$ cat config.mk
export PLATFORM = sky130hd
export DESIGN_NAME = whandler_wr_slice
export DESIGN_NICKNAME = d
export VERILOG_FILES = /design/src/rtl/whandler_wr_slice.sv
export SDC_FILE = /design/constraint.sdc
export NUM_CORES = 1
export LEC_CHECK = 0
export ABC_CLOCK_PERIOD_IN_PS = 4250
export BUFFER_PORTS_ARGS = -buffer_cell sky130_fd_sc_hd__buf_2
export CAP_MARGIN = 30
export CORE_MARGIN = 1
export CORE_UTILIZATION = 57
export DETAILED_ROUTE_END_ITERATION = 10
export GPL_TIMING_DRIVEN = 0
export PLACE_DENSITY = 0.85
export SYNTH_ARGS = -nofsm -noshare
export SYNTH_HDL_FRONTEND = slang
export SYNTH_SLANG_ARGS = --single-unit
$ cat constraint.sdc
create_clock -name clk -period 4.25 [get_ports clk]
set_input_delay 0.85 -clock clk [delete_from_list [all_inputs] [get_ports clk]]
set_output_delay 0.85 -clock clk [all_outputs]
set_load 0.05 [all_outputs]
$ cat src/rtl/whandler_wr_slice.sv
`default_nettype none
// +----------------------------------------------------------------------------+
// | Module      : whandler_wr_slice                                            |
// | Description : Register slice between the 64-to-32 write handler and a     |
// |               32-bit write endpoint. AW and W are buffered in independent  |
// |               2-entry FIFOs, at most two writes are outstanding downstream |
// |               and responses pass through a one-entry B buffer.             |
// |               Optional timeout logic: WHANDLER_WR_SLICE_TIMEOUT_EN.        |
// | Revision    : 1.0 - initial release                                        |
// +----------------------------------------------------------------------------+
module whandler_wr_slice #(
  parameter int ADDR_WIDTH     = 32,
  parameter int TIMEOUT_CYCLES = 256
) (
  input  logic                  clk,
  input  logic                  rst,
  input  logic [ADDR_WIDTH-1:0] u_awaddr,
  input  logic                  u_awvalid,
  output logic                  u_awready,
  input  logic [31:0]           u_wdata,
  input  logic [3:0]            u_wstrb,
  input  logic                  u_wvalid,
  output logic                  u_wready,
  output logic [1:0]            u_bresp,
  output logic                  u_bvalid,
  input  logic                  u_bready,
  output logic [ADDR_WIDTH-1:0] d_awaddr,
  output logic                  d_awvalid,
  input  logic                  d_awready,
  output logic [31:0]           d_wdata,
  output logic [3:0]            d_wstrb,
  output logic                  d_wvalid,
  input  logic                  d_wready,
  input  logic [1:0]            d_bresp,
  input  logic                  d_bvalid,
  output logic                  d_bready,
  output logic                  timeout_pulse
);

  localparam logic [1:0] c_RESP_SLVERR = 2'b10;

  if (TIMEOUT_CYCLES < 4 || TIMEOUT_CYCLES > 65535) begin : g_bad_timeout
    $error("TIMEOUT_CYCLES out of range 4..65535");
  end

  // AW FIFO state; the head register drives d_awaddr directly
  logic [ADDR_WIDTH-1:0] r_aw_head, r_aw_tail;
  logic [1:0]            r_aw_cnt, w_aw_cnt_nxt;
  logic                  r_aw_rdy, r_aw_vld;
  logic                  w_aw_push, w_aw_pop, w_aw_gate;

  // W FIFO state; strobe and data travel together
  logic [35:0]           r_w_head, r_w_tail;
  logic [1:0]            r_w_cnt, w_w_cnt_nxt;
  logic                  r_w_rdy, r_w_vld;
  logic                  w_w_push, w_w_pop;

  // Outstanding tracking and response path
  logic [1:0]            r_outst, w_outst_nxt;
  logic                  w_outst_dec;
  logic                  r_live;
  logic                  r_bvalid;
  logic [1:0]            r_bresp;
  logic                  w_d_bhs, w_drop_hs, w_b_load_d, w_b_clr;
  logic                  w_to_fire;
  logic [1:0]            w_drop, w_drop_nxt;

  assign u_awready = r_aw_rdy;
  assign u_wready  = r_w_rdy;
  assign d_awaddr  = r_aw_head;
  assign d_awvalid = r_aw_vld;
  assign {d_wstrb, d_wdata} = r_w_head;
  assign d_wvalid  = r_w_vld;
  assign u_bvalid  = r_bvalid;
  assign u_bresp   = r_bresp;

  assign w_aw_push = u_awvalid & r_aw_rdy;
  assign w_aw_pop  = r_aw_vld & d_awready;
  assign w_w_push  = u_wvalid & r_w_rdy;
  assign w_w_pop   = r_w_vld & d_wready;

  // Response buffer accepts when empty, when draining this cycle, or to discard a late response
  assign d_bready   = r_live & (~r_bvalid | u_bready | (w_drop != 2'd0));
  assign w_d_bhs    = d_bvalid & d_bready;
  assign w_drop_hs  = w_d_bhs & (w_drop != 2'd0);
  assign w_b_load_d = w_d_bhs & (w_drop == 2'd0);
  assign w_b_clr    = r_bvalid & u_bready;

  // FIFO occupancy next-state for both channels
  always_comb begin
    w_aw_cnt_nxt = r_aw_cnt;
    w_w_cnt_nxt  = r_w_cnt;
    if (w_aw_push && !w_aw_pop)      w_aw_cnt_nxt = r_aw_cnt + 2'd1;
    else if (!w_aw_push && w_aw_pop) w_aw_cnt_nxt = r_aw_cnt - 2'd1;
    if (w_w_push && !w_w_pop)        w_w_cnt_nxt  = r_w_cnt + 2'd1;
    else if (!w_w_push && w_w_pop)   w_w_cnt_nxt  = r_w_cnt - 2'd1;
  end

  // Outstanding count: issue adds one, a response (real or synthesized) removes one
  assign w_outst_dec = (w_b_load_d | w_to_fire) & (r_outst != 2'd0);
  always_comb begin
    w_outst_nxt = r_outst;
    if (w_aw_pop && !w_outst_dec)      w_outst_nxt = r_outst + 2'd1;
    else if (!w_aw_pop && w_outst_dec) w_outst_nxt = r_outst - 2'd1;
  end

  // Block new issues at two outstanding, or when a further timeout would overflow the drop counter
  assign w_aw_gate = (w_outst_nxt == 2'd2) |
                     (({1'b0, w_outst_nxt} + {1'b0, w_drop_nxt}) >= 3'd3);

  // AW FIFO storage, ready and valid registers
  always_ff @(posedge clk) begin
    if (rst) begin
      r_aw_head <= '0;
      r_aw_tail <= '0;
      r_aw_cnt  <= 2'd0;
      r_aw_rdy  <= 1'b0;
      r_aw_vld  <= 1'b0;
    end else begin
      r_aw_cnt <= w_aw_cnt_nxt;
      r_aw_rdy <= (w_aw_cnt_nxt != 2'd2);
      // once presented, an address stays valid until taken regardless of the gate
      r_aw_vld <= (r_aw_vld & ~d_awready) | ((w_aw_cnt_nxt != 2'd0) & ~w_aw_gate);
      if (w_aw_pop) begin
        if (w_aw_push && r_aw_cnt == 2'd1) r_aw_head <= u_awaddr;
        else                               r_aw_head <= r_aw_tail;
      end else if (w_aw_push && r_aw_cnt == 2'd0) begin
        r_aw_head <= u_awaddr;
      end
      if (w_aw_push && !w_aw_pop && r_aw_cnt == 2'd1) r_aw_tail <= u_awaddr;
    end
  end

  // W FIFO storage, ready and valid registers
  always_ff @(posedge clk) begin
    if (rst) begin
      r_w_head <= '0;
      r_w_tail <= '0;
      r_w_cnt  <= 2'd0;
      r_w_rdy  <= 1'b0;
      r_w_vld  <= 1'b0;
    end else begin
      r_w_cnt <= w_w_cnt_nxt;
      r_w_rdy <= (w_w_cnt_nxt != 2'd2);
      r_w_vld <= (w_w_cnt_nxt != 2'd0);
      if (w_w_pop) begin
        if (w_w_push && r_w_cnt == 2'd1) r_w_head <= {u_wstrb, u_wdata};
        else                             r_w_head <= r_w_tail;
      end else if (w_w_push && r_w_cnt == 2'd0) begin
        r_w_head <= {u_wstrb, u_wdata};
      end
      if (w_w_push && !w_w_pop && r_w_cnt == 2'd1) r_w_tail <= {u_wstrb, u_wdata};
    end
  end

  // Outstanding counter and post-reset enable for d_bready
  always_ff @(posedge clk) begin
    if (rst) begin
      r_outst <= 2'd0;
      r_live  <= 1'b0;
    end else begin
      r_outst <= w_outst_nxt;
      r_live  <= 1'b1;
    end
  end

  // One-entry B buffer: a downstream load has priority, a synthesized error fills an empty buffer
  always_ff @(posedge clk) begin
    if (rst) begin
      r_bvalid <= 1'b0;
      r_bresp  <= 2'b00;
    end else if (w_b_load_d) begin
      r_bvalid <= 1'b1;
      r_bresp  <= d_bresp;
    end else if (w_to_fire) begin
      r_bvalid <= 1'b1;
      r_bresp  <= c_RESP_SLVERR;
    end else if (w_b_clr) begin
      r_bvalid <= 1'b0;
    end
  end

`ifdef WHANDLER_WR_SLICE_TIMEOUT_EN
  localparam logic [15:0] c_TO_LAST = 16'(TIMEOUT_CYCLES - 1);

  logic [15:0] r_timer;
  logic [1:0]  r_drop;
  logic        r_to_pulse;

  // Fire only into an empty buffer and never in a cycle where a real response arrives
  assign w_to_fire     = (r_timer == c_TO_LAST) & ~r_bvalid & ~w_d_bhs & (r_outst != 2'd0);
  assign w_drop        = r_drop;
  assign timeout_pulse = r_to_pulse;

  // Drop counter next-state: one per synthesized error, one off per discarded late response
  always_comb begin
    w_drop_nxt = r_drop;
    if (w_to_fire)      w_drop_nxt = r_drop + 2'd1;
    else if (w_drop_hs) w_drop_nxt = r_drop - 2'd1;
  end

  // Response timer: runs while writes are outstanding, saturates at terminal count
  always_ff @(posedge clk) begin
    if (rst) begin
      r_timer <= 16'd0;
    end else if (w_d_bhs || r_outst == 2'd0 || w_to_fire) begin
      r_timer <= 16'd0;
    end else if (r_timer != c_TO_LAST) begin
      r_timer <= r_timer + 16'd1;
    end
  end

  // Drop counter and timeout strobe registers
  always_ff @(posedge clk) begin
    if (rst) begin
      r_drop     <= 2'd0;
      r_to_pulse <= 1'b0;
    end else begin
      r_drop     <= w_drop_nxt;
      r_to_pulse <= w_to_fire;
    end
  end
`else
  assign w_to_fire     = 1'b0;
  assign w_drop        = 2'd0;
  assign w_drop_nxt    = 2'd0;
  assign timeout_pulse = 1'b0;
`endif

endmodule
`default_nettype wire
==> reports/qor.csv, run 1 <==
stage;metric;value;unit
power_and_ir_drop;IR drop worst, VDD;392;uV
setup_path;R2R depth;6;
setup_path;WP data arrival;1.53;ns
place;# port buffers;152;
clocking;CTS Buf Count;17;
drt;DR WL/cell;14.3;um
final_layout;Filler Cell Count;826;
timing;fin crit period;2.38;ns
logic_synthesis;synth top area cells;dfxtp_1 (49%), nand2_1 (11%), mux2i_1 (6.5%);
setup_path;FF-to-FF End;d_awaddr[25]$_SDFFE_PP0P_;
timing;fmax;420;MHz
global_routing;gr ovfl total;0;
clocking;CTS tree;done;
setup_path;CP Max Fanout;4;
final_layout;fin nets;980;
drt;Initial DRC Count;270;
run_status;status;completed;
drt;Routed Antenna Nets;0;
timing;worst slew pin tran;0.561;ns
logic_synthesis;xor and xnor area share after synthesis;0.00796;
power_and_ir_drop;Leakage;3.28;nW
global_routing;initial antenna violation count;0;
drt;via count;5698;
logic_synthesis;Post-Synthesis Cells;726;
clocking;worst skew pair latency;0.52;ns
setup_path;crit path launch;u_bready;
clocking;htree depth;4;
floorplan;starting density of the core;0.591;
logic_synthesis;YS warnings;0;
timing;hold_ws;0.452;ns
final_layout;most common cell after layout, fill and taps aside;nand2_1;
global_routing;first-pass GRT wire length;24400;um
setup_path;kind of launch point of the worst setup path;primary input;
place;placed instance area;0.00706;mm2
clocking;Max clock buf depth;2;
floorplan;die area;0.0112;mm2
floorplan;core footprint;0.0104;mm2
clocking;postcts setup bufs;0;
setup_path;RR Startpoint;r_aw_cnt[1]$_SDFF_PP0_;
global_routing;largest net degree at the start of global routing;17;
timing;Final Max Slew Viols;0;
timing;setup TNS;0;ns
logic_synthesis;largest family of logic cells by synthesized area;simple AND/OR/NAND/NOR gates;
place;final RePlAce weighted congestion;0.805;
global_routing;number of global-route vias before repair;5363;
drt;DRC Markers;0;
power_and_ir_drop;Power, Total;0.00531;W
global_routing;GR Util met1;0.338;
hold_path;Hold Path Cell Cnt;2;
logic_synthesis;synthesis-stage register bit count;150;
logic_synthesis;Simple-Gate Fraction of Synth Area;0.207;
final_layout;Antenna Cells;0;
logic_synthesis;adder-cell share of the synthesized area;0.0120;
timing;Clock Skew;0.00774;ns
place;detailed placement HPWL;10600;um
timing;Final Hold Fails;0;
logic_synthesis;Post-synth ARST share;0;
clocking;Post-CTS Hold Buffers;0;
setup_path;Crit. End Element;output pin;
clocking;Reg clk slew, reported paths;0.06;ns
flow_run;Max Cap Viol;0;
hold_path;Hold Startpoint;r_w_tail[16]$_SDFFE_PP0P_;
clocking;PostCTS Resize Cnt;0;
hold_path;hold worst-path end;r_w_tail[16]$_SDFFE_PP0P_;
floorplan;# IOs;155;
timing;Final setup viols;0;
final_layout;Final Cell Area;0.00759;mm2
final_layout;share of cells above drive strength 1;0.241;
global_routing;met2 Usage GRT;0.469;
logic_synthesis;Synth area leader;dfxtp_1;
global_routing;Global Route Usage Sum;0.272;
clocking;root buffer selected by CTS;clkbuf_8;
floorplan;site row count;37;
logic_synthesis;Synth Area in Compound Gates;0.164;
final_layout;Area Growth Syn to Fin;23.9;%
global_routing;met3 GRT Util;0.0724;
timing;Slew HR;0.626;
drt;Total Wirelength;15000;um
logic_synthesis;EDFF count, synth;0;
floorplan;Die Wd;106;um
global_routing;grt peak-use layer;met2;
setup_path;reg2reg setup slack;2.39;ns
timing;fin crit share;0.560;
hold_path;HP Class;reg -> reg;
logic_synthesis;Net Count, Synth;809;
power_and_ir_drop;PD cells;700;mW/mm2
logic_synthesis;Post-synth top flop;dfxtp_1;
logic_synthesis;mux cell area share after synthesis;0.0672;
drt;via-per-instance ratio;5.45;
timing;RSZ-0062 raised after global routing;no;
setup_path;Worst EP required;3.40;ns
logic_synthesis;Synth Cell Area;0.00613;mm2
logic_synthesis;top-area cell type share of the netlist area;0.490;
final_layout;most frequent cells in the layout;nand2_1 (175), buf_2 (172), dfxtp_1 (150);
drt;DRT Pass-1 Iters;5;
logic_synthesis;synth unique cells;38;
setup_path;WS Path Type;in -> out;
floorplan;die height;106;um
logic_synthesis;sequential area share after synthesis;0.490;
clocking;Sink Count;150;
logic_synthesis;Avg Inst Size Synth;8.44;um2
## power by group
| part | switching (W) | total (W) | internal [W] |
|---|---|---|---|
| clock | 0.000623 | 0.00136 | 0.000733 |
| sequential | 0.000148 | 0.00183 | 0.00169 |
| combinational | 0.00153 | 0.00212 | 0.000595 |
## Yosys cell counts, types with 2 or more instances
cell type and count:
a211oi_1 38, xnor2_1 3, mux2i_1 40, nor3_1 2, nor2_1 75, a21oi_1 76, nand3_2 2, nand2b_1 3
nand2_2 2, and2_1 2, ha_1 5, nand2_1 175, nor2_2 2, buf_2 20, nand4_1 2, buf_4 2
inv_1 7, dfxtp_1 150, clkbuf_1 32, a311oi_1 34, buf_8 3, nand3_1 35
## state kept, by name, indices dropped and copies added (netlist names)
register / flops
u_bvalid: 1
d_wvalid: 1
d_awaddr: 32
u_bresp: 2
d_awvalid: 1
r_outst: 2
r_w_head: 36
r_w_cnt: 2
r_aw_cnt: 2
r_aw_tail: 32
r_live: 1
u_wready: 1
u_awready: 1
r_w_tail: 36
## area by class of cell
cell class              instances  area (um2)  area share
inverters                       7        26.3     0.00346
multi-input cells             511        2810       0.370
plain buffers                  58         292      0.0384
flip-flops and latches        150        3000       0.396
well taps                     136         170      0.0224
clock inverters                13         111      0.0147
repair buffers                152         761       0.100
clock buffers                  19         422      0.0555
## critical path: stages
cell and delay [ns]:
buf_2 0.09, nand2b_1 0.18, and2_1 0.19, buf_2 0.21
## worst max path at each step
stage	endpoint	slack, ns	cells after the start
global placement	d_bready	1.85	4
finish	d_bready	1.87	4
CTS	d_bready	1.86	4
floorplan	d_bready	2.00	2
detailed placement	d_bready	1.86	4
global route	d_bready	1.81	4
## metrics by stage
stage	cells	setup WS [ns]	util
2_1_floorplan	726	2.00	-
3_3_place_gp	1014	1.85	0.681
3_5_place_dp	1014	1.86	0.681
4_1_cts	1046	1.86	0.732
5_1_grt	1046	1.81	0.732
6_report	1046	1.87	0.732
## logic make-up after synthesis
group,Yosys count
other,1
AOI/OAI and AO/OA,152
adders and majority gates,6
buffers and inverters,65
and+or+nand+nor,307
DFF,150
muxes,41
xor gates and xnor gates,4
## layer usage
| layer | share of wire | wire (um) | vias to the layer above |
|---|---|---|---|
| met1 | 0.43 | 6440 | 2617 |
| li1 | - | - | 2846 |
| met2 | 0.49 | 7270 | 225 |
| met4 | 0.0065 | 98 | 0 |
| met5 | 0 | 0 | - |
| met3 | 0.077 | 1160 | 10 |
Power figures use the tool's default switching activity.
==> inputs of run 2 (changes only) <==
- ABC_CLOCK_PERIOD_IN_PS: 4250 -> 2500
- CORE_UTILIZATION: 57 -> 53
- PLACE_DENSITY: 0.85 -> 0.8
- clock period: 4.25 -> 2.5 ns (I/O delays scaled with it)
==> reports/qor.csv, run 2 (synthesis results as in run 1) <==
stage;metric;value;unit
drt;DRC Markers;0;
setup_path;worst path cell trace;inv_1 -> ha_1 -> nand3_2 -> nand2b_1 -> clkbuf_1 -> nand2_1 -> a21oi_1;
setup_path;CP Buf/Inv Count;2;
place;detailed placement HPWL;10500;um
clocking;CTS tree;done;
setup_path;CP top delay family;simple AND/OR/NAND/NOR gates;
clocking;PostCTS Resize Cnt;0;
final_layout;most common cell after layout, fill and taps aside;nand2_1;
global_routing;initial antenna violation count;0;
final_layout;biggest regs;r_w_head (36), r_w_tail (36);
global_routing;Global Route Usage Sum;0.257;
place;final RePlAce weighted congestion;0.825;
run_status;status;completed;
power_and_ir_drop;IR drop worst, VDD;861;uV
setup_path;WP data arrival;2.20;ns
clocking;Reg clk slew, reported paths;0.06;ns
place;Cells after DPL;1018;
final_layout;fin nets;980;
final_layout;non-filler cells, final;1049;
setup_path;Worst EP required;2.84;ns
clocking;postcts setup bufs;0;
power_and_ir_drop;Power, Total;0.00941;W
global_routing;first-pass GRT wire length;24000;um
floorplan;die area;0.0120;mm2
drt;Initial DRC Count;305;
place;# port buffers;152;
setup_path;Crit. End Element;register;
timing;Final setup viols;0;
timing;Final Max Slew Viols;0;
final_layout;Final Cell Area;0.00769;mm2
setup_path;CP Max Fanout;10;
setup_path;crit path launch;r_aw_cnt[1]$_SDFF_PP0_;
global_routing;largest net degree at the start of global routing;17;
floorplan;Die Wd;110;um
final_layout;Final Util;0.697;
global_routing;gr ovfl total;0;
setup_path;RR Startpoint;r_aw_cnt[1]$_SDFF_PP0_;
drt;Total Wirelength;14900;um
floorplan;starting density of the core;0.555;
drt;via-per-instance ratio;5.35;
setup_path;kind of launch point of the worst setup path;register;
floorplan;# IOs;155;
global_routing;number of global-route vias before repair;5302;
drt;DRT Pass-1 Iters;5;
final_layout;Area Growth Syn to Fin;25.5;%
clocking;Sink Count;150;
flow_run;Max Cap Viol;0;
timing;Final Hold Fails;0;
clocking;Post-CTS Hold Buffers;0;
final_layout;share of cells above drive strength 1;0.239;
timing;RSZ-0062 raised after global routing;no;
timing;fin crit share;0.743;
timing;fmax;539;MHz
clocking;CTS Buf Count;17;
floorplan;core footprint;0.0110;mm2
setup_path;WS Path Type;reg -> reg;
drt;Routed Antenna Nets;0;
hold_path;Hold Startpoint;u_awaddr[12];
drt;DR WL/cell;14.2;um
floorplan;die height;110;um
clocking;root buffer selected by CTS;clkbuf_16;
final_layout;Antenna Cells;0;
setup_path;crit path max-delay cell type;clkbuf_1;
clocking;Max clock buf depth;2;
drt;via count;5615;
timing;Slew HR;0.610;
clocking;worst skew pair latency;0.42;ns
timing;worst slew pin tran;0.585;ns
setup_path;CP peak stage delay;0.41;ns
final_layout;Filler Cell Count;939;
place;placed instance area;0.00706;mm2
timing;setup TNS;0;ns
timing;fin crit period;1.86;ns
power_and_ir_drop;PD cells;1220;mW/mm2
timing;Clock Skew;0.00784;ns
hold_path;HP Class;in -> reg;
floorplan;site row count;38;
clocking;htree depth;4;
power_and_ir_drop;Leakage;3.33;nW
final_layout;most frequent cells in the layout;nand2_1 (175), buf_2 (172), dfxtp_1 (150);
run 2: cell types whose count changed in the layout (fill, tap and decap cells not counted), sizes merged:
cell / change
inv: -6
clkinvlp: -3
bufinv: +4
clkbuf: +4
run 2: layout make-up:
class	count	area, um2	share of cell area
Buffer	58	292	0.0379
Tap cell	140	175	0.0228
Clock buffer	23	478	0.0622
Sequential cell	150	3000	0.391
Timing Repair Buffer	152	761	0.0990
Multi-Input combinational cell	511	2810	0.365
Inverter	7	26.3	0.00342
Clock inverter	8	146	0.0190
run 2: final timing paths:
path	to	slack, ns	cells past startpoint
worst max register to register	r_aw_tail[16]$_SDFFE_PP0P_	0.64	7
worst max-delay path	r_aw_tail[16]$_SDFFE_PP0P_	0.64	7
worst min-delay path	r_aw_tail[12]$_SDFFE_PP0P_	0.33	3
worst min register to register	r_w_tail[12]$_SDFFE_PP0P_	0.45	2
run 2: worst reg2reg max path, stage by stage, from the launching register on:
cell and delay, ns:
dfxtp_1 0.38, inv_1 0.10, ha_1 0.20, nand3_2 0.16, nand2b_1 0.25, clkbuf_1 0.41
nand2_1 0.12, a21oi_1 0.17
run 2: power by group:
part	total [W]	switching, W	internal, W
Sequential	0.00312	0.000253	0.00287
Clock	0.00270	0.000953	0.00174
Combinational	0.00359	0.00258	0.00101
Total	0.00941	0.00379	0.00562
run 2: through the flow:
stage / setup slack, ns / hold WS, ns
2_1_floorplan: 0.799 / 0.436
4_1_cts: 0.649 / 0.317
6_report: 0.643 / 0.329
3_5_place_dp: 0.526 / 0.446
5_1_grt: 0.440 / 0.332
3_3_place_gp: 0.526 / 0.441
run 2: routing by layer:
layer  up-vias  part of all wire  GRT usage
li1       2848                 -          -
met1      2574              0.44      0.311
met2       182              0.48      0.433
met3        11             0.071     0.0777
met4         0            0.0073     0.0857
met5         -                 0          0
==> inputs of run 3 (changes only) <==
- ABC_AREA: not set -> 1
- ABC_CLOCK_PERIOD_IN_PS: 2500 -> 1700
- CORE_UTILIZATION: 53 -> 48
- PLACE_DENSITY: 0.8 -> 0.76
- clock period: 2.5 -> 1.7 ns (I/O delays scaled with it)
==> reports/qor.csv, run 3 <==
stage;metric;value;unit
final_layout;share of cells above drive strength 1;0.259;
power_and_ir_drop;P_int;0.00817;W
setup_path;Crit. End Element;output pin;
final_layout;biggest regs;r_w_head (36), r_w_tail (36);
power_and_ir_drop;combinational share of power;0.406;
timing;Clock Skew;0.00744;ns
timing;Final Hold Fails;0;
timing;hold_ws;0.158;ns
logic_synthesis;Post-synth top flop;dfxtp_1;
clocking;CTS Buf Count;17;
clocking;Sink Count;150;
logic_synthesis;sequential area share after synthesis;0.495;
floorplan;die height;114;um
final_layout;fin nets;978;
drt;via count;5388;
setup_path;R2R depth;6;
hold_path;Hold Startpoint;u_wdata[29];
drt;Initial DRC Count;407;
place;final RePlAce weighted congestion;0.782;
place;detailed placement HPWL;10600;um
logic_synthesis;synth top area cells;dfxtp_1 (50%), o21ai_0 (12%), a21oi_1 (10%);
global_routing;gr ovfl total;0;
floorplan;core footprint;0.0122;mm2
global_routing;GR Util met1;0.293;
logic_synthesis;Post-synth ARST share;0;
timing;Final setup viols;0;
logic_synthesis;synthesis-stage register bit count;150;
clocking;worst skew pair latency;0.42;ns
logic_synthesis;Synth Cell Area;0.00607;mm2
floorplan;# IOs;155;
drt;DRC Markers;0;
final_layout;Area Growth Syn to Fin;25.2;%
logic_synthesis;EDFF count, synth;0;
timing;Final Max Slew Viols;0;
clocking;postcts setup bufs;0;
power_and_ir_drop;switching share of power;0.424;
clocking;CTS tree;done;
hold_path;HP Class;in -> reg;
logic_synthesis;Post-Synthesis Cells;724;
clocking;htree depth;4;
final_layout;Final Util;0.624;
final_layout;most common cell after layout, fill and taps aside;buf_2;
timing;final setup margin;0.154;ns
place;worst slack at placement;0.144;ns
setup_path;CP Max Fanout;3;
logic_synthesis;top-area cell type share of the netlist area;0.495;
logic_synthesis;list of most frequent post-synthesis cells;dfxtp_1 (150), o21ai_0 (144), a21oi_1 (127);
setup_path;WS Path Type;reg -> out;
setup_path;FF-to-FF End;r_w_head[12]$_SDFFE_PP0P_;
power_and_ir_drop;IR drop worst, VDD;1480;uV
floorplan;site row count;40;
power_and_ir_drop;PD cells;1870;mW/mm2
timing;fmax;647;MHz
global_routing;number of global-route vias before repair;5159;
global_routing;grt peak-use layer;met2;
global_routing;Global Route Usage Sum;0.240;
logic_synthesis;Net Count, Synth;807;
timing;RSZ-0062 raised after global routing;no;
timing;setup TNS;0;ns
setup_path;reg2reg setup slack;0.22;ns
drt;via-per-instance ratio;5.01;
power_and_ir_drop;clock share of power;0.250;
logic_synthesis;synth unique cells;30;
setup_path;kind of launch point of the worst setup path;register;
run_status;status;completed;
global_routing;initial antenna violation count;1;
hold_path;Hold Path Cell Cnt;3;
place;# port buffers;152;
clocking;Max clock buf depth;2;
hold_path;hold worst-path end;r_w_tail[29]$_SDFFE_PP0P_;
drt;DR WL/cell;13.9;um
power_and_ir_drop;Leakage;3.83;nW
power_and_ir_drop;Flop pwr share;0.344;
timing;fin crit period;1.55;ns
drt;Total Wirelength;14900;um
global_routing;met3 GRT Util;0.0746;
setup_path;RR Startpoint;r_w_cnt[0]$_SDFF_PP0_;
flow_run;Max Cap Viol;0;
power_and_ir_drop;P_sw;0.00602;W
logic_synthesis;Synth area leader;dfxtp_1;
timing;fin crit share;0.910;
logic_synthesis;Avg Inst Size Synth;8.38;um2
drt;DRT Pass-1 Iters;5;
logic_synthesis;dominant cell by count in the synthesized netlist;dfxtp_1;
floorplan;die area;0.0131;mm2
power_and_ir_drop;Power, Total;0.0142;W
logic_synthesis;YS warnings;0;
drt;Routed Antenna Nets;0;
clocking;PostCTS Resize Cnt;0;
floorplan;Die Wd;114;um
final_layout;most frequent cells in the layout;buf_2 (177), dfxtp_1 (150), o21ai_0 (144);
setup_path;WP data arrival;1.21;ns
clocking;Post-CTS Hold Buffers;0;
floorplan;starting density of the core;0.499;
clocking;Reg clk slew, reported paths;0.06;ns
global_routing;first-pass GRT wire length;24600;um
clocking;root buffer selected by CTS;clkbuf_16;
global_routing;largest net degree at the start of global routing;17;
global_routing;met2 Usage GRT;0.400;
setup_path;Worst EP required;1.36;ns
final_layout;Antenna Cells;0;
## run 3: cell types whose count changed after synthesis, moves of 6 or more
cell,before,now
o21ai_0,1,144
nand2_1,175,50
inv_1,7,70
a21oi_1,76,127
nor2_1,75,32
a211oi_1,38,0
a311oi_1,34,0
nand3_1,35,7
clkbuf_1,32,9
o21ai_1,0,18
mux2i_1,40,46
## run 3: routing by layer
metal | up-vias | part of all wire | routed length (um)
met1 | 2442 | 0.45 | 6760
met5 | - | 0 | 0
li1 | 2765 | - | -
met4 | 0 | 0.015 | 219
met2 | 156 | 0.47 | 6950
met3 | 25 | 0.064 | 955
## run 3: kinds of logic (layout without fill, tap and decap cells)
kind of cell             count (synthesis)  in the layout  share of synthesized area
flip-flops                             150            150                      0.495
buffers and inverters                  128            311                      0.101
AND/OR/NAND/NOR                        103            103                     0.0759
XOR/XNOR                                 1              1                    0.00144
AO/OA/AOI/OAI                          290            290                      0.240
other                                    1              1                   0.000618
adder cells (fa/ha/maj)                  5              5                     0.0103
multiplexers                            46             46                     0.0759
## run 3: metrics by stage
stage          instances  area, um2
2_1_floorplan        724       6070
3_3_place_gp        1044       7040
3_5_place_dp        1044       7040
4_1_cts             1075       7590
5_1_grt             1075       7590
6_report            1075       7590
## run 3: cell type report
class                           instances  area (um2)
Inverter                               76         287
Fill cell                            1098        4570
Timing Repair Buffer                  152         761
Clock buffer                           28         517
Tap cell                              168         210
Buffer                                 52         325
Sequential cell                       150        3000
Clock inverter                          3        40.0
Multi-Input combinational cell        446        2450
## run 3: how the worst max path moves through the flow
stage,slack [ns],start,to,cells after the start
after floorplan,0.03,u_bvalid$_SDFFE_PP0P_,d_bready,3
after global placement,0.16,u_awvalid,d_awaddr[7]$_SDFFE_PP0P_,7
after detailed placement,0.14,u_awvalid,d_awaddr[15]$_SDFFE_PP0P_,7
after CTS,0.13,u_bvalid$_SDFFE_PP0P_,d_bready,4
after global routing,0.06,u_bvalid$_SDFFE_PP0P_,d_bready,4
final,0.15,u_bvalid$_SDFFE_PP0P_,d_bready,4
## run 3: worst max-delay path, cell delays in order, from the launching register on
cell     delay (ns)
dfxtp_1        0.31
nand2_1        0.09
inv_1          0.06
nor2_1         0.07
buf_2          0.26
## run 3: power by group through the flow
stage	clock (W)	sequential (W)	combinational [W]
detailed placement	0	0.00493	0.00574
global placement	0	0.00491	0.00570
global route	0.00375	0.00497	0.00626
floorplan	0	0.00708	0.00223
CTS	0.00361	0.00487	0.00578
finish	0.00355	0.00487	0.00576
